## config.mk

```make
export PLATFORM = sky130hd
export DESIGN_NAME = mem_port_arbiter
export DESIGN_NICKNAME = d
export VERILOG_FILES = /design/src/rtl/mem_arb_pkg.sv /design/src/rtl/wait_timer.sv /design/src/rtl/mem_port_arbiter.sv
export SDC_FILE = /design/constraint.sdc
export NUM_CORES = 1
export LEC_CHECK = 0
export BUFFER_PORTS_ARGS = -buffer_cell sky130_fd_sc_hd__buf_4
export CAP_MARGIN = 20
export CORE_UTILIZATION = 25
export DETAILED_ROUTE_END_ITERATION = 10
export PLACE_DENSITY = 0.54
export REMOVE_ABC_BUFFERS = 1
export SLEW_MARGIN = 40
export SYNTH_ARGS = -nofsm -noshare
export SYNTH_HDL_FRONTEND = slang
export SYNTH_HIERARCHICAL = 1
export SYNTH_SLANG_ARGS = --single-unit
```

## constraint.sdc

```tcl
create_clock -name CLK -period 2.5 [get_ports CLK]
set_clock_uncertainty 0.15 [all_clocks]
set_input_delay 0.375 -clock CLK [delete_from_list [all_inputs] [get_ports CLK]]
set_output_delay 0.375 -clock CLK [all_outputs]
set_load 0.005 [all_outputs]
```

## src/rtl/mem_arb_pkg.sv

```systemverilog
// Shared types and constants for the memory port arbiter.
package mem_arb_pkg;

  // Arbiter sequencing states.
  typedef enum logic [1:0] {
    IDLE,
    FETCH,
    DATA,
    RESP
  } arb_state_t;

  // Which requester owns the current (or most recent) bus transaction.
  typedef enum logic {
    G_FETCH,
    G_DATA
  } grant_t;

  // Bus size code used for every instruction fetch.
  localparam logic [2:0] XFER_WORD = 3'b010;

  // Width of the wait-state counter; TIMEOUT must fit below its saturation point.
  localparam int WAIT_W = 10;

endpackage

```

## src/rtl/wait_timer.sv

```systemverilog
// Wait-state counter for one bus transaction. Cleared at grant, counts bus
// cycles that end without mem_ack, and flags the cycle whose count would
// reach TIMEOUT so the arbiter can abort on that same edge.
module wait_timer
  import mem_arb_pkg::*;
#(
  parameter int TIMEOUT = 255
) (
  input  logic              CLK,
  input  logic              rst,
  input  logic              clear,
  input  logic              enable,
  output logic [WAIT_W-1:0] count,
  output logic              expire
);

  localparam logic [WAIT_W-1:0] LIMIT = WAIT_W'(TIMEOUT);

  logic [WAIT_W-1:0] count_reg;
  logic [WAIT_W-1:0] count_next;
  logic [WAIT_W-1:0] count_inc;

  // Saturating increment, clear priority, and the expiry flag for this cycle.
  always_comb begin
    count_inc  = (count_reg == '1) ? count_reg : count_reg + 1'b1;
    count_next = count_reg;
    if (clear) begin
      count_next = '0;
    end else if (enable) begin
      count_next = count_inc;
    end
    expire = enable & ~clear & (count_inc == LIMIT);
  end

  // Counter register.
  always_ff @(posedge CLK or negedge rst) begin
    if (!rst) begin
      count_reg <= '0;
    end else begin
      count_reg <= count_next;
    end
  end

  assign count = count_reg;

endmodule

```

## src/rtl/mem_port_arbiter.sv

```systemverilog
// Shares one external memory port between instruction fetch and load/store.
// One transaction in flight at a time, round-robin on ties, wait-state
// timeout abort, registered one-cycle completion pulses and a pipeline stall.
module mem_port_arbiter
  import mem_arb_pkg::*;
#(
  parameter int ADDR_W  = 32,
  parameter int DATA_W  = 32,
  parameter int TIMEOUT = 255
) (
  input  logic              CLK,
  input  logic              rst,
  input  logic              if_req,
  input  logic [ADDR_W-1:0] if_addr,
  output logic              if_ack,
  output logic [DATA_W-1:0] if_rdata,
  input  logic              d_rd_en,
  input  logic              d_wr_en,
  input  logic [ADDR_W-1:0] d_addr,
  input  logic [DATA_W-1:0] d_wdata,
  input  logic [2:0]        d_type,
  output logic              d_ack,
  output logic [DATA_W-1:0] d_rdata,
  output logic              err,
  output logic              cpu_stall,
  output logic              mem_req,
  output logic              mem_we,
  output logic [ADDR_W-1:0] mem_addr,
  output logic [DATA_W-1:0] mem_wdata,
  output logic [2:0]        mem_type,
  input  logic              mem_ack,
  input  logic [DATA_W-1:0] mem_rdata
);

  arb_state_t        state_reg, state_next;
  grant_t            last_grant_reg, last_grant_next;
  logic              mem_req_reg, mem_req_next;
  logic              mem_we_reg, mem_we_next;
  logic [ADDR_W-1:0] mem_addr_reg, mem_addr_next;
  logic [DATA_W-1:0] mem_wdata_reg, mem_wdata_next;
  logic [2:0]        mem_type_reg, mem_type_next;
  logic              if_ack_reg, if_ack_next;
  logic              d_ack_reg, d_ack_next;
  logic              err_reg, err_next;
  logic [DATA_W-1:0] if_rdata_reg, if_rdata_next;
  logic [DATA_W-1:0] d_rdata_reg, d_rdata_next;

  logic              data_pend;
  logic              grant_data;
  logic              grant_fetch;
  logic              on_bus;
  logic              timer_clear;
  logic              timer_en;
  logic              timer_expire;
  logic [WAIT_W-1:0] wait_count;

  // Simultaneous read and write enables fall into the data path as a store.
  assign data_pend   = d_rd_en | d_wr_en;
  // On a tie the side that did not win last time goes first.
  assign grant_data  = data_pend & (~if_req | (last_grant_reg == G_FETCH));
  assign grant_fetch = if_req & ~grant_data;
  assign on_bus      = (state_reg == FETCH) || (state_reg == DATA);
  assign timer_clear = (state_reg == IDLE) & (if_req | data_pend);
  // Holding enable off at saturation keeps the counter from ever wrapping.
  assign timer_en    = on_bus & ~mem_ack & (wait_count != '1);

  wait_timer #(
    .TIMEOUT (TIMEOUT)
  ) u_wait_timer (
    .CLK    (CLK),
    .rst    (rst),
    .clear  (timer_clear),
    .enable (timer_en),
    .count  (wait_count),
    .expire (timer_expire)
  );

  // Next-state, grant capture and completion pulse generation.
  always_comb begin
    state_next      = state_reg;
    last_grant_next = last_grant_reg;
    mem_req_next    = mem_req_reg;
    mem_we_next     = mem_we_reg;
    mem_addr_next   = mem_addr_reg;
    mem_wdata_next  = mem_wdata_reg;
    mem_type_next   = mem_type_reg;
    if_ack_next     = 1'b0;
    d_ack_next      = 1'b0;
    err_next        = 1'b0;
    if_rdata_next   = '0;
    d_rdata_next    = '0;
    case (state_reg)
      IDLE: begin
        if (grant_data) begin
          state_next      = DATA;
          last_grant_next = G_DATA;
          mem_req_next    = 1'b1;
          mem_we_next     = d_wr_en;
          mem_addr_next   = d_addr;
          mem_wdata_next  = d_wdata;
          mem_type_next   = d_type;
        end else if (grant_fetch) begin
          last_grant_next = G_FETCH;
          mem_we_next     = 1'b0;
          mem_addr_next   = if_addr;
          mem_wdata_next  = '0;
          mem_type_next   = XFER_WORD;
          if (if_addr[1:0] != 2'b00) begin
            // Misaligned fetch never reaches the bus; reject it straight away.
            state_next  = RESP;
            if_ack_next = 1'b1;
            err_next    = 1'b1;
          end else begin
            state_next   = FETCH;
            mem_req_next = 1'b1;
          end
        end
      end
      FETCH, DATA: begin
        if (mem_ack) begin
          // An ack on the final allowed cycle still counts as success.
          state_next   = RESP;
          mem_req_next = 1'b0;
          if (state_reg == FETCH) begin
            if_ack_next   = 1'b1;
            if_rdata_next = mem_rdata;
          end else begin
            d_ack_next   = 1'b1;
            d_rdata_next = mem_rdata;
          end
        end else if (timer_expire) begin
          state_next   = RESP;
          mem_req_next = 1'b0;
          err_next     = 1'b1;
          if (state_reg == FETCH) begin
            if_ack_next = 1'b1;
          end else begin
            d_ack_next = 1'b1;
          end
        end
      end
      RESP: begin
        state_next = IDLE;
      end
      default: begin
        state_next = IDLE;
      end
    endcase
  end

  // State, bus fields and response registers; reset drops mem_req at once.
  always_ff @(posedge CLK or negedge rst) begin
    if (!rst) begin
      state_reg      <= IDLE;
      last_grant_reg <= G_FETCH;
      mem_req_reg    <= 1'b0;
      mem_we_reg     <= 1'b0;
      mem_addr_reg   <= '0;
      mem_wdata_reg  <= '0;
      mem_type_reg   <= '0;
      if_ack_reg     <= 1'b0;
      d_ack_reg      <= 1'b0;
      err_reg        <= 1'b0;
      if_rdata_reg   <= '0;
      d_rdata_reg    <= '0;
    end else begin
      state_reg      <= state_next;
      last_grant_reg <= last_grant_next;
      mem_req_reg    <= mem_req_next;
      mem_we_reg     <= mem_we_next;
      mem_addr_reg   <= mem_addr_next;
      mem_wdata_reg  <= mem_wdata_next;
      mem_type_reg   <= mem_type_next;
      if_ack_reg     <= if_ack_next;
      d_ack_reg      <= d_ack_next;
      err_reg        <= err_next;
      if_rdata_reg   <= if_rdata_next;
      d_rdata_reg    <= d_rdata_next;
    end
  end

  assign mem_req   = mem_req_reg;
  assign mem_we    = mem_we_reg;
  assign mem_addr  = mem_addr_reg;
  assign mem_wdata = mem_wdata_reg;
  assign mem_type  = mem_type_reg;
  assign if_ack    = if_ack_reg;
  assign d_ack     = d_ack_reg;
  assign err       = err_reg;
  assign if_rdata  = if_rdata_reg;
  assign d_rdata   = d_rdata_reg;

  // A requester stalls the core until its own registered ack appears.
  assign cpu_stall = (if_req & ~if_ack_reg) | (data_pend & ~d_ack_reg);

endmodule

```

# Word level (Yosys, flattened, before mapping)
# Cells that the tools add are included.
# Widths: inputs -> output; s select.
word_totals:
  ff_bits: 149
  inputBits: 137
  out_inout_bits: 137
op_classes:
  add_sub_neg: 1
  n_eq_ne: 9
  n_mux: 44
  bitwise_logic: 20
  n_reduce_logical: 10
ops:
  columns: ["op", "count"]
  rows:
  - ["$mux 32", 10]
  - ["$mux 10", 3]
  - ["$mux 1", 20]
  - ["$add 10x1->10 const B", 1]
  - ["$eq 10x10->1 const B", 1]
  - ["$eq 10x8->1 const B", 1]
  - ["$mux 2", 5]
  - ["$ne 10x10->1 const B", 1]
  - ["$and 1x1->1", 9]
  - ["$ne 3x3->1 const B", 3]
  - ["$reduce_bool 2->1", 4]
  - ["$not 1->1", 7]
  - ["$mux 3", 2]
  - ["$pmux 1 s2", 3]
  - ["$pmux 2 s3", 1]
  - ["$eq 2x2->1 const B", 2]
  - ["$or 1x1->1", 4]
  - ["$reduce_and 2->1", 2]
  - ["$reduce_and 4->1", 1]
  - ["$eq 2x1->1 const B", 1]
  - ["$logic_not 2->1", 1]
  - ["$reduce_or 2->1", 1]
  - ["$logic_or 1x1->1", 1]

# Logic depth before layout (Yosys ltp)
# Gate-level depths: netlist of the first run.
depth:
  word_depth: 9
  ltp_mapped: 11
  depth_no_buf: 10

# By module
# The synthesis of the first run kept the hierarchy.
modules_own_cells:
  columns: ["mod", "instances", "cells_per_inst", "area_per_inst_um2"]
  rows:
  - ["mem_port_arbiter", 1, 513, 5360.1]
  - ["wait_timer", 1, 77, 703.2]

# Worst setup path after synthesis of the first run
# No wires, ideal clock.
synth_path:
  path_type: "register to register"
  start: "reg state_reg[0]"
  end: "reg mem_req_reg, in the netlist mem_req"
  setup_ns: 0.128
  t_arrival_ns: 2.452
  required_ns: 2.222
  slack_ns: -0.230
  path_stages_with_launch: 12
  n_path_buf: 2
  synth_period_minus_slack_ns: 2.730
  path_cell_list: "dfrtp_1 -> inv_1 -> ha_1 -> nand2b_1 -> buf_4 -> inv_4 -> buf_2 -> or4b_4 -> nor3_2 -> a2bb2oi_1 -> o211ai_1 -> mux2i_1"
synth_between:
  elab_cells_between_ends: 17
synth_rtl:
  columns: ["element", "line_no", "text"]
  rows:
  - ["from (decl)", "mem_port_arbiter.sv:35", "arb_state_t state_reg, state_next;"]
  - ["from (signal assigned)", "mem_port_arbiter.sv:167", "state_reg <= state_next;"]
  - ["$logic_not 2->1", "mem_port_arbiter.sv:63", "assign timer_clear = (state_reg == IDLE) & (if_req | data_pend);"]
  - ["$and 1x1->1", "mem_port_arbiter.sv:63", null]
  - ["named net timer_clear", "mem_port_arbiter.sv:52", "logic timer_clear;"]
  - ["$not 1->1", "wait_timer.sv:32", "expire = enable & ~clear & (count_inc == LIMIT);"]
  - ["$and 1x1->1 (2 in a row)", "wait_timer.sv:32", null]
  - ["named net timer_expire", "mem_port_arbiter.sv:54", "logic timer_expire;"]
  - ["$ne 3x3->1 (no source line)", null, null]
  - ["$reduce_and 4->1 (no source line)", null, null]
  - ["to (signal assigned)", "mem_port_arbiter.sv:169", "mem_req_reg <= mem_req_next;"]
  - ["to (decl)", "mem_port_arbiter.sv:37", "logic mem_req_reg, mem_req_next;"]
# The timed path passes the listed nets, and every way through them passes these cells.
# A chain may end at the register's enable or synchronous reset.

# Final worst setup path of the first run
layout_path:
  start: "reg state_reg[1]"
  end: "reg state_reg[1]"
layout_between:
  elab_chain_len: 8
  elab_cells_between_ends: 16
layout_lines:
  columns: ["element", "line_no", "text"]
  rows:
  - ["$eq 2x1->1 or $eq 2x2->1 (tied branches)", "mem_port_arbiter.sv:62", "assign on_bus = (state_reg == FETCH) || (state_reg == DATA);"]
  - ["$logic_or 1x1->1 *", "mem_port_arbiter.sv:62", null]
  - ["$and 1x1->1 * (2 in a row)", "mem_port_arbiter.sv:65", "assign timer_en = on_bus & ~mem_ack & (wait_count != '1);"]
  - ["named net timer_en", "mem_port_arbiter.sv:53", "logic timer_en;"]
  - ["$and 1x1->1 * (2 in a row)", "wait_timer.sv:32", null]
  - ["named net timer_expire", "mem_port_arbiter.sv:54", null]
  - ["$ne 3x3->1 (no source line) *", null, null]
  - ["$reduce_and 2->1 (no source line) *", null, null]
# The timed path passes the listed nets; every way through them passes the cells marked *.

==> run_summary.xml, run 1 <==
<?xml version="1.0" encoding="UTF-8"?>
<metrics>
  <group name="outcome">
    <metric name="outcome" unit="">finished, final reports clean</metric>
  </group>
  <group name="routing">
    <metric name="num_vias" unit="">5194</metric>
    <metric name="detail_route.vias_per_cell" unit="">4.25</metric>
    <metric name="route.final.wire_length" unit="µm">18000</metric>
    <metric name="antenna_left" unit="">0</metric>
    <metric name="drt_pass1_iterations" unit="">4</metric>
    <metric name="drt_first_iter_violations" unit="">175</metric>
    <metric name="routed_wire_length_per_instance" unit="µm">14.8</metric>
    <metric name="drc_errors" unit="">0</metric>
  </group>
  <group name="cells_and_area">
    <metric name="final_common_cell" unit="">sky130_fd_sc_hd__buf_4</metric>
    <metric name="nets" unit="">1031</metric>
    <metric name="antenna-diode-count" unit="">0</metric>
    <metric name="commonest_non_fill_non_tap_cells_in_the_layout" unit="">sky130_fd_sc_hd__buf_4 (303), sky130_fd_sc_hd__dfrtp_1 (149), sky130_fd_sc_hd__nand2_1 (147), sky130_fd_sc_hd__nor2_1 (72), sky130_fd_sc_hd__nand3_1 (38)</metric>
    <metric name="syn2layout_area_growth" unit="%">54.2</metric>
    <metric name="final_cell_count_no_fill" unit="">1221</metric>
    <metric name="share_of_the_core_filled_with_cells" unit="%">39.6</metric>
    <metric name="final_layout_size_suffix_gt1_share" unit="%">39.5</metric>
  </group>
  <group name="clock_network">
    <metric name="cts.clk_slew.worst_paths" unit="ns">0.07</metric>
    <metric name="cts.htree.levels" unit="">4</metric>
    <metric name="tritoncts_num_sinks" unit="">149</metric>
    <metric name="cts_buffer_depth" unit="">2</metric>
    <metric name="tritoncts_clock_tree" unit="">done</metric>
    <metric name="cts-root-buf" unit="">sky130_fd_sc_hd__clkbuf_16</metric>
    <metric name="number_of_buffers_created_by_cts" unit="">17</metric>
    <metric name="clkLatencyLatePin" unit="ns">0.42</metric>
  </group>
  <group name="synth">
    <metric name="synth.ff_latch_count" unit="">149</metric>
    <metric name="netlist_instances" unit="">590</metric>
    <metric name="async_flop_share" unit="%">100</metric>
    <metric name="synth_enable_flop_cells" unit="">0</metric>
    <metric name="synthFlopType" unit="">sky130_fd_sc_hd__dfrtp_1</metric>
    <metric name="synthTopCellsByArea" unit="">sky130_fd_sc_hd__dfrtp_1 (61%), sky130_fd_sc_hd__nand2_1 (9.1%), sky130_fd_sc_hd__mux2i_1 (5.6%)</metric>
    <metric name="synth_warnings" unit="">6</metric>
    <metric name="synthDominantAreaCellType" unit="">sky130_fd_sc_hd__dfrtp_1</metric>
    <metric name="yosys.cell_types.count" unit="">45</metric>
    <metric name="netlist_area_before_placement" unit="mm²">0.00606</metric>
    <metric name="yosysTopAreaCellShare" unit="%">61.5</metric>
    <metric name="synth.yosys.seq_area_share" unit="%">61.5</metric>
    <metric name="synth_area_per_cell" unit="µm²">10.3</metric>
  </group>
  <group name="critical_path">
    <metric name="timing.critical_path.to_type" unit="">flip-flop</metric>
    <metric name="ff2ff_path_depth" unit="">11</metric>
    <metric name="reg2reg_from" unit="">state_reg[1]</metric>
    <metric name="worstReg2RegEnd" unit="">state_reg[1]</metric>
    <metric name="r2r_setup_slack" unit="ns">0.08</metric>
    <metric name="timing.setup.critical_path_class" unit="">flip-flop to flip-flop</metric>
    <metric name="cp.arrival" unit="ns">2.61</metric>
    <metric name="critical_path.max_fanout" unit="">4</metric>
    <metric name="worst_ep_required_time" unit="ns">2.69</metric>
    <metric name="cp-start-kind" unit="">flip-flop</metric>
  </group>
  <group name="flow_run">
    <metric name="cap_viol_max_count" unit="">0</metric>
  </group>
  <group name="sta">
    <metric name="finalSetupTns" unit="ns">0</metric>
    <metric name="maxClockFrequency" unit="MHz">413</metric>
    <metric name="grt_setup_unrepaired" unit="">true</metric>
    <metric name="period_minus_slack" unit="ns">2.42</metric>
    <metric name="worst-slew-pin-transition" unit="ns">0.753</metric>
    <metric name="timing.max_slew.rel_slack" unit="%">49.8</metric>
    <metric name="timing.final.crit_share" unit="%">96.8</metric>
    <metric name="final_max_slew_viols" unit="">0</metric>
    <metric name="timing.final.hold_violations" unit="">0</metric>
    <metric name="final_setup_violations" unit="">0</metric>
    <metric name="finalWorstSetupSlack" unit="ns">0.0801</metric>
  </group>
  <group name="power">
    <metric name="comb_power_share" unit="%">38.8</metric>
    <metric name="clock_power_share" unit="%">26.3</metric>
    <metric name="power.share.switching" unit="%">34.5</metric>
    <metric name="p_leak" unit="µW">0.00488</metric>
    <metric name="maximum_vdd_ir_drop" unit="V">0.000741</metric>
    <metric name="pwr_density_cell" unit="mW/mm²">1080</metric>
    <metric name="cellInternalPower" unit="µW">6610</metric>
    <metric name="seq_power_share" unit="%">34.9</metric>
    <metric name="switchingPower" unit="µW">3480</metric>
  </group>
  <group name="placed_design">
    <metric name="place.gp.congestion" unit="">0.742</metric>
    <metric name="placement.io_buffers" unit="">273</metric>
    <metric name="dp_hpwl" unit="µm">12600</metric>
    <metric name="detailedPlace.worstSlack" unit="ns">-0.186</metric>
    <metric name="placed_cells" unit="">1178</metric>
  </group>
  <group name="worst_hold_path">
    <metric name="min-delay-start" unit="">d_wdata[29]</metric>
    <metric name="holdPathStages" unit="">3</metric>
    <metric name="hold_critical_path_endpoint" unit="">mem_wdata[29]</metric>
    <metric name="min_path_type" unit="">input port to flip-flop</metric>
  </group>
  <group name="floorplan">
    <metric name="dieWidth" unit="µm">158</metric>
    <metric name="io-pin-count" unit="">274</metric>
    <metric name="floorplan.die_area" unit="mm²">0.0249</metric>
    <metric name="core_area" unit="mm²">0.0236</metric>
    <metric name="rows" unit="">56</metric>
    <metric name="die_height" unit="µm">158</metric>
    <metric name="floorplan.initialDensity" unit="%">25.7</metric>
  </group>
  <group name="grt">
    <metric name="grt_max_degree" unit="">105</metric>
    <metric name="globalRouteTotalUtil" unit="%">14.6</metric>
    <metric name="grt_pass1_vias" unit="">5187</metric>
    <metric name="grt_first_pass_wirelength" unit="µm">27600</metric>
    <metric name="globalRouteOverflowTotal" unit="">0</metric>
    <metric name="grt_antenna_before_repair" unit="">0</metric>
  </group>
</metrics>
## final cells by class
type	count	area, µm²
clock inverter	12	168
fill	2347	14300
inverter	8	32.5
sequential	149	3730
tap	319	399
multi-input combinational	396	2120
clock buffer	19	433
timing repair buffer	318	2470
## repair_timing
item / in CTS / in global routing
setup buffers: 0 / 3
resized for setup: 2 / 9
setup endpoints to repair: 3 / 3
endpoints found under the hold margin: 157 / 0
hold buffers: 9 / 0
pin swaps: 1 / 6
## stage by stage
stage          hold WS, ns  cell area, µm²  total power (µW)
2_1_floorplan      -0.0706            5810              5260
3_3_place_gp        0.0610            8580              7400
3_5_place_dp        0.0647            8590              7460
4_1_cts           0.000228            9290             10200
5_1_grt             0.0155            9350             10900
6_report            0.0210            9350             10100
## power by group through the flow
stage          Sequential (µW)  Clock (µW)  Combinational [µW]
5_1_grt                   3620        2850                4410
2_1_floorplan             3640           0                1620
6_report                  3520        2650                3920
3_3_place_gp              3540           0                3860
4_1_cts                   3530        2760                3920
3_5_place_dp              3570           0                3900
## worst max-delay path, stage by stage (launching register included)
cell,delay (ns)
sky130_fd_sc_hd__dfrtp_1,0.36
sky130_fd_sc_hd__inv_2,0.06
sky130_fd_sc_hd__ha_4,0.27
sky130_fd_sc_hd__nand2b_4,0.06
sky130_fd_sc_hd__nor2_4,0.09
sky130_fd_sc_hd__inv_2,0.04
sky130_fd_sc_hd__or4b_4,0.56
sky130_fd_sc_hd__nor3_4,0.23
sky130_fd_sc_hd__a2bb2oi_2,0.18
sky130_fd_sc_hd__buf_4,0.15
sky130_fd_sc_hd__o221ai_1,0.09
sky130_fd_sc_hd__o21ai_0,0.09
## logic make-up (layout without fill, tap and decap cells)
kind of cell	after synthesis	in the layout	synth area share (%)
simple gates	290	290	20.6
compound gates	66	66	6.50
xor+xnor	2	2	0.289
buf+inv	45	357	4.64
fa+ha+maj	4	4	0.825
mux	34	34	5.61
flops	149	149	61.5
## layer usage
| layer | global-route usage, % | wire length [µm] | share of wire, % | up-vias |
|---|---|---|---|---|
| met5 | 0 | 0 | 0 | - |
| met4 | 4.62 | 274 | 1.5 | 0 |
| met3 | 5.45 | 1760 | 9.7 | 19 |
| met2 | 24.9 | 8600 | 48 | 187 |
| met1 | 16.9 | 7400 | 41 | 2425 |
| li1 | - | - | - | 2563 |
## worst max path at each step
stage / startpoint / endpoint / slack [ns] / depth (start not counted)
floorplan: d_wr_en / mem_req / -2.29 / 8
global placement: d_wr_en / state_reg[0] / -0.18 / 11
detailed placement: d_wr_en / state_reg[0] / -0.19 / 11
finish: state_reg[1] / state_reg[1] / 0.08 / 11
global route: state_reg[0] / state_reg[0] / -0.05 / 11
CTS: state_reg[1] / state_reg[0] / 0.07 / 11
## synth_stat cells (4+ instances only)
cell,number
sky130_fd_sc_hd__inv_1,7
sky130_fd_sc_hd__nand3_1,38
sky130_fd_sc_hd__ha_1,4
sky130_fd_sc_hd__dfrtp_1,149
sky130_fd_sc_hd__buf_1,4
sky130_fd_sc_hd__mux2i_1,34
sky130_fd_sc_hd__o21ai_1,28
sky130_fd_sc_hd__buf_2,10
sky130_fd_sc_hd__o21ai_0,10
sky130_fd_sc_hd__buf_6,11
sky130_fd_sc_hd__nand2b_1,4
sky130_fd_sc_hd__a31oi_1,4
sky130_fd_sc_hd__nand4_1,7
sky130_fd_sc_hd__and4_1,5
sky130_fd_sc_hd__nor2_1,73
sky130_fd_sc_hd__a21oi_1,7
sky130_fd_sc_hd__nand2_1,147
sky130_fd_sc_hd__clkbuf_1,6
Power figures use the tool's default switching activity.
==> inputs of run 2 (changes only) <==
Settings changed: ABC_AREA from default to 1, PLACE_DENSITY 0.54 to 0.53.
==> run 2 against run 1 <==
Net effect:
- total power is 1.1% lower
- wire length is 4.1% higher
- utilization is 1.8 points lower
==> run_summary.xml, run 2 <==
<?xml version="1.0" encoding="UTF-8"?>
<metrics>
  <group name="sta">
    <metric name="maxClockFrequency" unit="MHz">442</metric>
    <metric name="final_max_slew_viols" unit="">0</metric>
    <metric name="period_minus_slack" unit="ns">2.26</metric>
    <metric name="timing.final.crit_share" unit="%">90.6</metric>
    <metric name="finalWorstSetupSlack" unit="ns">0.236</metric>
    <metric name="timing.final.hold_violations" unit="">0</metric>
    <metric name="timing.max_slew.rel_slack" unit="%">51.7</metric>
    <metric name="finalSetupTns" unit="ns">0</metric>
    <metric name="worst-slew-pin-transition" unit="ns">0.725</metric>
    <metric name="grt_setup_unrepaired" unit="">false</metric>
    <metric name="final_setup_violations" unit="">0</metric>
  </group>
  <group name="cells_and_area">
    <metric name="final_common_cell" unit="">sky130_fd_sc_hd__buf_4</metric>
    <metric name="nets" unit="">1069</metric>
    <metric name="layout.cell_area.non_filler" unit="mm²">0.00916</metric>
    <metric name="syn2layout_area_growth" unit="%">48.7</metric>
    <metric name="final_layout_size_suffix_gt1_share" unit="%">35.8</metric>
    <metric name="antenna-diode-count" unit="">0</metric>
    <metric name="commonest_non_fill_non_tap_cells_in_the_layout" unit="">sky130_fd_sc_hd__buf_4 (280), sky130_fd_sc_hd__dfrtp_1 (148), sky130_fd_sc_hd__nand2_1 (109), sky130_fd_sc_hd__inv_1 (91), sky130_fd_sc_hd__nor3_1 (66)</metric>
    <metric name="final_cell_count_no_fill" unit="">1265</metric>
    <metric name="layout.filler_cells" unit="">2494</metric>
  </group>
  <group name="routing">
    <metric name="num_vias" unit="">5543</metric>
    <metric name="drt_first_iter_violations" unit="">352</metric>
    <metric name="route.final.wire_length" unit="µm">18800</metric>
    <metric name="antenna_left" unit="">0</metric>
    <metric name="drc_errors" unit="">0</metric>
    <metric name="detail_route.vias_per_cell" unit="">4.38</metric>
    <metric name="routed_wire_length_per_instance" unit="µm">14.8</metric>
    <metric name="drt_pass1_iterations" unit="">5</metric>
  </group>
  <group name="synth">
    <metric name="yosysTopAreaCellShare" unit="%">60.5</metric>
    <metric name="synth_warnings" unit="">6</metric>
    <metric name="synth.ff_latch_count" unit="">149</metric>
    <metric name="synthDominantAreaCellType" unit="">sky130_fd_sc_hd__dfrtp_1</metric>
    <metric name="async_flop_share" unit="%">100</metric>
    <metric name="synth_area_per_cell" unit="µm²">9.32</metric>
    <metric name="synth.yosys.seq_area_share" unit="%">60.5</metric>
    <metric name="yosys.cell_types.count" unit="">31</metric>
    <metric name="yosys.cell_count.top_type" unit="">sky130_fd_sc_hd__dfrtp_1</metric>
    <metric name="netlist_instances" unit="">661</metric>
    <metric name="netlist_area_before_placement" unit="mm²">0.00616</metric>
    <metric name="synthTopCellsByArea" unit="">sky130_fd_sc_hd__dfrtp_1 (61%), sky130_fd_sc_hd__nand2_1 (6.7%), sky130_fd_sc_hd__inv_1 (5.5%)</metric>
    <metric name="yosys-top-cells-count" unit="">sky130_fd_sc_hd__dfrtp_1 (149), sky130_fd_sc_hd__nand2_1 (110), sky130_fd_sc_hd__inv_1 (91)</metric>
    <metric name="synth_enable_flop_cells" unit="">0</metric>
    <metric name="synthFlopType" unit="">sky130_fd_sc_hd__dfrtp_1</metric>
  </group>
  <group name="grt">
    <metric name="globalRouteTotalUtil" unit="%">15.0</metric>
    <metric name="grt_first_pass_wirelength" unit="µm">30000</metric>
    <metric name="grt_max_degree" unit="">103</metric>
    <metric name="grt_pass1_vias" unit="">5544</metric>
    <metric name="globalRouteOverflowTotal" unit="">0</metric>
    <metric name="grt_antenna_before_repair" unit="">0</metric>
  </group>
  <group name="floorplan">
    <metric name="dieWidth" unit="µm">159</metric>
    <metric name="floorplan.die_area" unit="mm²">0.0253</metric>
    <metric name="core_area" unit="mm²">0.0242</metric>
    <metric name="die_height" unit="µm">159</metric>
    <metric name="floorplan.initialDensity" unit="%">25.4</metric>
    <metric name="io-pin-count" unit="">274</metric>
    <metric name="rows" unit="">57</metric>
  </group>
  <group name="critical_path">
    <metric name="worst_ep_required_time" unit="ns">2.71</metric>
    <metric name="ff2ff_path_depth" unit="">13</metric>
    <metric name="timing.setup.critical_path_class" unit="">flip-flop to flip-flop</metric>
    <metric name="cp_common_cell" unit="">sky130_fd_sc_hd__nand2_1</metric>
    <metric name="cp-start-kind" unit="">flip-flop</metric>
    <metric name="crit_buf_inv" unit="">0</metric>
    <metric name="worst_path_dominant_cell_family" unit="">simple AND/OR/NAND/NOR gates</metric>
    <metric name="cp_slowest_cell" unit="">sky130_fd_sc_hd__dfrtp_2</metric>
    <metric name="worstReg2RegEnd" unit="">state_reg[0]</metric>
    <metric name="slowest_delay" unit="ns">0.41</metric>
    <metric name="r2r_setup_slack" unit="ns">0.24</metric>
    <metric name="cp.arrival" unit="ns">2.48</metric>
    <metric name="critical_path.max_fanout" unit="">10</metric>
    <metric name="crit_path_cell_trace" unit="">ha_1 &gt; nand2_2 &gt; nor2_4 &gt; nand3_4 &gt; nand2_1 &gt; nand3_1 &gt; nor3_2 &gt; nor2_1 &gt; nand2_1 &gt; nand2_2 &gt; a21oi_1 &gt; nand2_1 &gt; nand2_1</metric>
    <metric name="timing.critical_path.to_type" unit="">flip-flop</metric>
    <metric name="reg2reg_from" unit="">u_wait_timer/count[1]</metric>
  </group>
  <group name="placed_design">
    <metric name="placed_cells" unit="">1231</metric>
    <metric name="detailedPlace.worstSlack" unit="ns">0.185</metric>
    <metric name="postPlaceCellArea" unit="mm²">0.00855</metric>
    <metric name="place.gp.congestion" unit="">0.851</metric>
    <metric name="dp_hpwl" unit="µm">12500</metric>
    <metric name="placement.io_buffers" unit="">273</metric>
  </group>
  <group name="clock_network">
    <metric name="cts-root-buf" unit="">sky130_fd_sc_hd__clkbuf_16</metric>
    <metric name="cts.htree.levels" unit="">4</metric>
    <metric name="number_of_buffers_created_by_cts" unit="">17</metric>
    <metric name="clkLatencyLatePin" unit="ns">0.42</metric>
    <metric name="cts_buffer_depth" unit="">2</metric>
    <metric name="tritoncts_clock_tree" unit="">done</metric>
    <metric name="cts.clk_slew.worst_paths" unit="ns">0.07</metric>
    <metric name="tritoncts_num_sinks" unit="">149</metric>
  </group>
  <group name="worst_hold_path">
    <metric name="min_path_type" unit="">input port to flip-flop</metric>
    <metric name="holdPathStages" unit="">2</metric>
    <metric name="hold_critical_path_endpoint" unit="">mem_type[1]</metric>
    <metric name="min-delay-start" unit="">d_type[1]</metric>
  </group>
  <group name="power">
    <metric name="maximum_vdd_ir_drop" unit="V">0.000491</metric>
    <metric name="p_leak" unit="µW">0.00464</metric>
    <metric name="power" unit="µW">9980</metric>
    <metric name="pwr_density_cell" unit="mW/mm²">1090</metric>
  </group>
  <group name="flow_run">
    <metric name="cap_viol_max_count" unit="">0</metric>
  </group>
  <group name="outcome">
    <metric name="outcome" unit="">finished, final reports clean</metric>
  </group>
</metrics>
run 2: final cells by class:
class	instances	area, µm²	area share (%)
inverters	94	353	3.85
clock buffers	18	429	4.69
well taps	324	405	4.43
clock inverters	14	138	1.50
multi-input cells	380	1900	20.7
flip-flops and latches	149	3730	40.7
repair buffers	286	2200	24.1
run 2: how the worst max path moves through the flow:
stage	from	endpoint	slack [ns]	depth (start not counted)
6_report	u_wait_timer/count[1]	state_reg[0]	0.24	13
5_1_grt	u_wait_timer/count[1]	mem_req	0.001	14
4_1_cts	state_reg[0]	state_reg[1]	0.17	16
3_5_place_dp	state_reg[0]	state_reg[1]	0.18	16
3_3_place_gp	u_wait_timer/count[1]	mem_req	0.26	14
2_1_floorplan	state_reg[0]	state_reg[0]	-1.48	13
run 2: what timing repair did:
action                     4_1_cts  5_1_grt
hold buffers                     1        0
hold endpoints to repair        42        0
gates resized for setup          0        6
buffers inserted                 0        1
setup endpoints to repair        0        3
run 2: cells by family (layout without fill, tap and decap cells):
group           count (synthesis)  count (layout)  synth area share (%)
compound gates                 91              91                  8.61
xor+xnor                        2               2                 0.284
fa+ha+maj                       4               4                 0.813
buf+inv                       132             412                  9.04
flops                         149             149                  60.5
simple gates                  283             283                  20.7
run 2: worst reg2reg max path: cells and delay by family, from the launching register on:
| family | cells | cell delay, ns |
|---|---|---|
| and+or+nand+nor | 11 | 1.28 |
| DFF | 1 | 0.41 |
| adders and majority gates | 1 | 0.20 |
| AOI/OAI and AO/OA | 1 | 0.17 |
run 2: report_power, final:
part / leakage, µW / total, µW / switching, µW / internal (µW)
clock network: 0.000278 / 2520 / 1120 / 1400
registers: 0.00192 / 3580 / 380 / 3200
logic: 0.00244 / 3890 / 2160 / 1730
run 2: routing by layer:
layer	wire (µm)	up-vias	global-route usage [%]
li1	-	2690	-
met1	8050	2588	19.0
met2	8550	243	23.3
met3	1860	22	6.10
met4	320	0	4.94
met5	0	-	0
run 2: metrics by stage:
step | hold slack [ns] | utilization [%]
after CTS | 0.00886 | 37.6
after global placement | 0.198 | 35.2
final | 0.0300 | 37.8
after detailed placement | 0.202 | 35.2
after global routing | 0.00967 | 37.8
after floorplan | -0.0706 | -
==> inputs of run 3 (changes only) <==
Settings changed: PLACE_DENSITY 0.53 to 0.54, SYNTH_HIERARCHICAL 1 to default.
==> run 3 against run 2 <==
Net effect:
- combinational power is 3% lower
- non-clock buffer count is 5 higher
- critical endpoint unchanged
- global-route usage rose by 0.10 points
==> run_summary.xml, run 3 <==
<?xml version="1.0" encoding="UTF-8"?>
<metrics>
  <group name="critical_path">
    <metric name="cp_common_cell" unit="">sky130_fd_sc_hd__nand2_2</metric>
    <metric name="cp_slowest_cell" unit="">sky130_fd_sc_hd__dfrtp_1</metric>
    <metric name="r2r_setup_slack" unit="ns">0.35</metric>
    <metric name="cp.arrival" unit="ns">2.30</metric>
    <metric name="worst_ep_required_time" unit="ns">2.65</metric>
    <metric name="slowest_delay" unit="ns">0.41</metric>
    <metric name="ff2ff_path_depth" unit="">13</metric>
    <metric name="worst_path_dominant_cell_family" unit="">simple AND/OR/NAND/NOR gates</metric>
    <metric name="reg2reg_from" unit="">state_reg[0]</metric>
    <metric name="timing.critical_path.to_type" unit="">flip-flop</metric>
    <metric name="crit_path_cell_trace" unit="">inv_1 &gt; ha_1 &gt; inv_2 &gt; nor2_1 &gt; nand2_2 &gt; nor2_4 &gt; nand3_2 &gt; nor2_1 &gt; nand2_2 &gt; nand3_2 &gt; nand2_2 &gt; nand2_1 &gt; o21ai_1</metric>
    <metric name="worstReg2RegEnd" unit="">state_reg[0]</metric>
    <metric name="cp-start-kind" unit="">flip-flop</metric>
    <metric name="timing.setup.critical_path_class" unit="">flip-flop to flip-flop</metric>
    <metric name="crit_buf_inv" unit="">2</metric>
    <metric name="critical_path.max_fanout" unit="">8</metric>
  </group>
  <group name="clock_network">
    <metric name="clkLatencyLatePin" unit="ns">0.42</metric>
    <metric name="number_of_buffers_created_by_cts" unit="">17</metric>
    <metric name="tritoncts_num_sinks" unit="">149</metric>
    <metric name="tritoncts_clock_tree" unit="">done</metric>
    <metric name="cts.htree.levels" unit="">4</metric>
    <metric name="cts-root-buf" unit="">sky130_fd_sc_hd__clkbuf_16</metric>
    <metric name="cts_buffer_depth" unit="">2</metric>
    <metric name="cts.clk_slew.worst_paths" unit="ns">0.07</metric>
    <metric name="post_cts_buffers" unit="">0</metric>
  </group>
  <group name="power">
    <metric name="cellInternalPower" unit="µW">6300</metric>
    <metric name="maximum_vdd_ir_drop" unit="V">0.000493</metric>
    <metric name="clock_power_share" unit="%">25.8</metric>
    <metric name="pwr_density_cell" unit="mW/mm²">1110</metric>
    <metric name="switchingPower" unit="µW">3630</metric>
    <metric name="comb_power_share" unit="%">38.0</metric>
    <metric name="p_leak" unit="µW">0.00457</metric>
    <metric name="power.share.switching" unit="%">36.5</metric>
    <metric name="seq_power_share" unit="%">36.1</metric>
  </group>
  <group name="synth">
    <metric name="synthFlopType" unit="">sky130_fd_sc_hd__dfrtp_1</metric>
    <metric name="synth_compound_area_share" unit="%">13.0</metric>
    <metric name="yosys.area_share.simple" unit="%">16.4</metric>
    <metric name="yosysTopAreaCellShare" unit="%">63.4</metric>
    <metric name="yosys-top-cells-count" unit="">sky130_fd_sc_hd__dfrtp_1 (149), sky130_fd_sc_hd__nand2_1 (72), sky130_fd_sc_hd__o21ai_0 (70)</metric>
    <metric name="yosys.cell_types.count" unit="">28</metric>
    <metric name="netlist_area_before_placement" unit="mm²">0.00588</metric>
    <metric name="yosys.cell_count.top_type" unit="">sky130_fd_sc_hd__dfrtp_1</metric>
    <metric name="main_combinational_cell_family_by_area_after_synthesis" unit="">simple AND/OR/NAND/NOR gates</metric>
    <metric name="synth_area_per_cell" unit="µm²">10.2</metric>
    <metric name="synthAdderAreaFrac" unit="%">1.06</metric>
    <metric name="synthDominantAreaCellType" unit="">sky130_fd_sc_hd__dfrtp_1</metric>
    <metric name="synthTopCellsByArea" unit="">sky130_fd_sc_hd__dfrtp_1 (63%), sky130_fd_sc_hd__o21ai_0 (6.0%), sky130_fd_sc_hd__nor3_1 (5.4%)</metric>
    <metric name="post_synth_xor_area_fraction" unit="%">0.447</metric>
    <metric name="async_flop_share" unit="%">100</metric>
    <metric name="yosys-mux-area-fraction" unit="%">0</metric>
    <metric name="synth_warnings" unit="">0</metric>
    <metric name="synth.ff_latch_count" unit="">149</metric>
    <metric name="netlist_instances" unit="">574</metric>
    <metric name="synth.yosys.seq_area_share" unit="%">63.4</metric>
    <metric name="synth_enable_flop_cells" unit="">0</metric>
  </group>
  <group name="worst_hold_path">
    <metric name="hold_critical_path_endpoint" unit="">mem_wdata[10]</metric>
    <metric name="holdPathStages" unit="">2</metric>
    <metric name="min-delay-start" unit="">d_wdata[10]</metric>
    <metric name="min_path_type" unit="">input port to flip-flop</metric>
  </group>
  <group name="grt">
    <metric name="grt_first_pass_wirelength" unit="µm">28300</metric>
    <metric name="grt_antenna_before_repair" unit="">0</metric>
    <metric name="globalRouteTotalUtil" unit="%">15.1</metric>
    <metric name="globalRouteOverflowTotal" unit="">0</metric>
    <metric name="grt_max_degree" unit="">67</metric>
    <metric name="grt_pass1_vias" unit="">5147</metric>
  </group>
  <group name="routing">
    <metric name="routed_wire_length_per_instance" unit="µm">15.6</metric>
    <metric name="drc_errors" unit="">0</metric>
    <metric name="drt_first_iter_violations" unit="">255</metric>
    <metric name="num_vias" unit="">5150</metric>
    <metric name="antenna_left" unit="">0</metric>
    <metric name="route.final.wire_length" unit="µm">18300</metric>
    <metric name="detail_route.vias_per_cell" unit="">4.38</metric>
    <metric name="drt_pass1_iterations" unit="">4</metric>
  </group>
  <group name="placed_design">
    <metric name="dp_hpwl" unit="µm">12700</metric>
    <metric name="placement.io_buffers" unit="">273</metric>
    <metric name="placed_cells" unit="">1140</metric>
    <metric name="place.gp.congestion" unit="">0.774</metric>
  </group>
  <group name="floorplan">
    <metric name="floorplan.initialDensity" unit="%">25.7</metric>
    <metric name="io-pin-count" unit="">274</metric>
    <metric name="rows" unit="">55</metric>
    <metric name="floorplan.die_area" unit="mm²">0.0241</metric>
    <metric name="die_height" unit="µm">155</metric>
    <metric name="core_area" unit="mm²">0.0228</metric>
    <metric name="dieWidth" unit="µm">155</metric>
  </group>
  <group name="cells_and_area">
    <metric name="final_common_cell" unit="">sky130_fd_sc_hd__buf_4</metric>
    <metric name="syn2layout_area_growth" unit="%">52.6</metric>
    <metric name="nets" unit="">993</metric>
    <metric name="layout.filler_cells" unit="">2369</metric>
    <metric name="final_cell_count_no_fill" unit="">1177</metric>
    <metric name="final_layout_size_suffix_gt1_share" unit="%">39.4</metric>
    <metric name="commonest_non_fill_non_tap_cells_in_the_layout" unit="">sky130_fd_sc_hd__buf_4 (283), sky130_fd_sc_hd__dfrtp_1 (149), sky130_fd_sc_hd__nand2_1 (72), sky130_fd_sc_hd__o21ai_0 (70), sky130_fd_sc_hd__nor3_1 (64)</metric>
    <metric name="antenna-diode-count" unit="">0</metric>
  </group>
  <group name="sta">
    <metric name="grt_setup_unrepaired" unit="">false</metric>
    <metric name="maxClockFrequency" unit="MHz">466</metric>
    <metric name="worst-slew-pin-transition" unit="ns">0.722</metric>
    <metric name="period_minus_slack" unit="ns">2.15</metric>
    <metric name="timing.final.crit_share" unit="%">85.9</metric>
    <metric name="final_max_slew_viols" unit="">0</metric>
    <metric name="final_setup_violations" unit="">0</metric>
    <metric name="timing.max_slew.rel_slack" unit="%">51.8</metric>
    <metric name="finalSetupTns" unit="ns">0</metric>
    <metric name="timing.final.hold_violations" unit="">0</metric>
  </group>
  <group name="outcome">
    <metric name="outcome" unit="">finished, final reports clean</metric>
  </group>
  <group name="flow_run">
    <metric name="cap_viol_max_count" unit="">0</metric>
  </group>
</metrics>
run 3: changes by cell type in the layout (fill, tap and decap cells not counted), sizes merged, moves of 3 or more:
| cell | before | now |
|---|---|---|
| o21ai | 48 | 72 |
| nand4 | 6 | 2 |
| nand2 | 112 | 76 |
| a22o | 2 | 35 |
| inv | 101 | 61 |
| nand3 | 50 | 19 |
| dlygate4sd3 | 1 | 5 |
| nor3 | 67 | 64 |
| a31oi | 32 | 1 |
run 3: area by class of cell:
| type | instances | area, µm² | area share (%) |
|---|---|---|---|
| Clock buffer | 17 | 425 | 4.74 |
| Clock inverter | 15 | 181 | 2.02 |
| Inverter | 55 | 206 | 2.30 |
| Multi-Input combinational cell | 337 | 1820 | 20.2 |
| Sequential cell | 149 | 3730 | 41.5 |
| Tap cell | 313 | 392 | 4.36 |
| Timing Repair Buffer | 291 | 2230 | 24.8 |
run 3: power by group through the flow:
| stage | clock network (µW) | registers (µW) | logic [µW] |
|---|---|---|---|
| after floorplan | 0 | 3650 | 1640 |
| after detailed placement | 0 | 3630 | 3820 |
| final | 2560 | 3590 | 3770 |
| after global placement | 0 | 3620 | 3820 |
| after CTS | 2670 | 3600 | 3830 |
| after global routing | 2760 | 3680 | 4190 |
run 3: stage by stage:
step	utilization, %	setup WS, ns	total power (µW)	hold slack (ns)	cell area [µm²]
after floorplan	-	-0.291	5290	-0.0706	5750
after global placement	36.4	0.434	7440	0.230	8320
after detailed placement	36.4	0.358	7450	0.221	8320
after CTS	39.3	0.346	10100	0.00115	8980
after global routing	39.3	0.203	10600	0.00216	8980
final	39.3	0.353	9930	0.0303	8980
run 3: cells by family (layout without fill, tap and decap cells):
group	count (synthesis)	after routing
fa+ha+maj	5	5
compound gates	120	120
xor+xnor	3	3
buf+inv	88	378
simple gates	209	209
flops	149	149
run 3: routing by layer:
layer / up-vias / share of wire [%] / global-route usage [%]
li1: 2478 / - / -
met1: 2445 / 42 / 18.6
met3: 8 / 11 / 7.05
met4: 0 / 0.59 / 3.45
met2: 219 / 46 / 24.1
met5: - / 0 / 0
run 3: worst max path at each step:
stage | start | cells after the start | slack [ns] | to
after floorplan | state_reg[0] | 13 | -0.29 | state_reg[0]
after global placement | state_reg[0] | 7 | 0.43 | state_reg[1]
after CTS | state_reg[0] | 13 | 0.35 | state_reg[0]
after global routing | state_reg[0] | 13 | 0.20 | mem_req
final | state_reg[0] | 13 | 0.35 | state_reg[0]
after detailed placement | state_reg[0] | 13 | 0.36 | state_reg[1]
run 3: worst reg2reg max path, stage by stage, from the launching register on:
cell and delay (ns):
sky130_fd_sc_hd__dfrtp_1 0.41, sky130_fd_sc_hd__inv_1 0.08, sky130_fd_sc_hd__ha_1 0.37, sky130_fd_sc_hd__inv_2 0.05, sky130_fd_sc_hd__nor2_1 0.11, sky130_fd_sc_hd__nand2_2 0.10
sky130_fd_sc_hd__nor2_4 0.18, sky130_fd_sc_hd__nand3_2 0.08, sky130_fd_sc_hd__nor2_1 0.12, sky130_fd_sc_hd__nand2_2 0.09, sky130_fd_sc_hd__nand3_2 0.09, sky130_fd_sc_hd__nand2_2 0.08
sky130_fd_sc_hd__nand2_1 0.06, sky130_fd_sc_hd__o21ai_1 0.06
run 3: what timing repair did:
item                                   4_1_cts  5_1_grt
resized for setup                            0        0
endpoints found under the hold margin       51        0
hold buffers                                 5        0
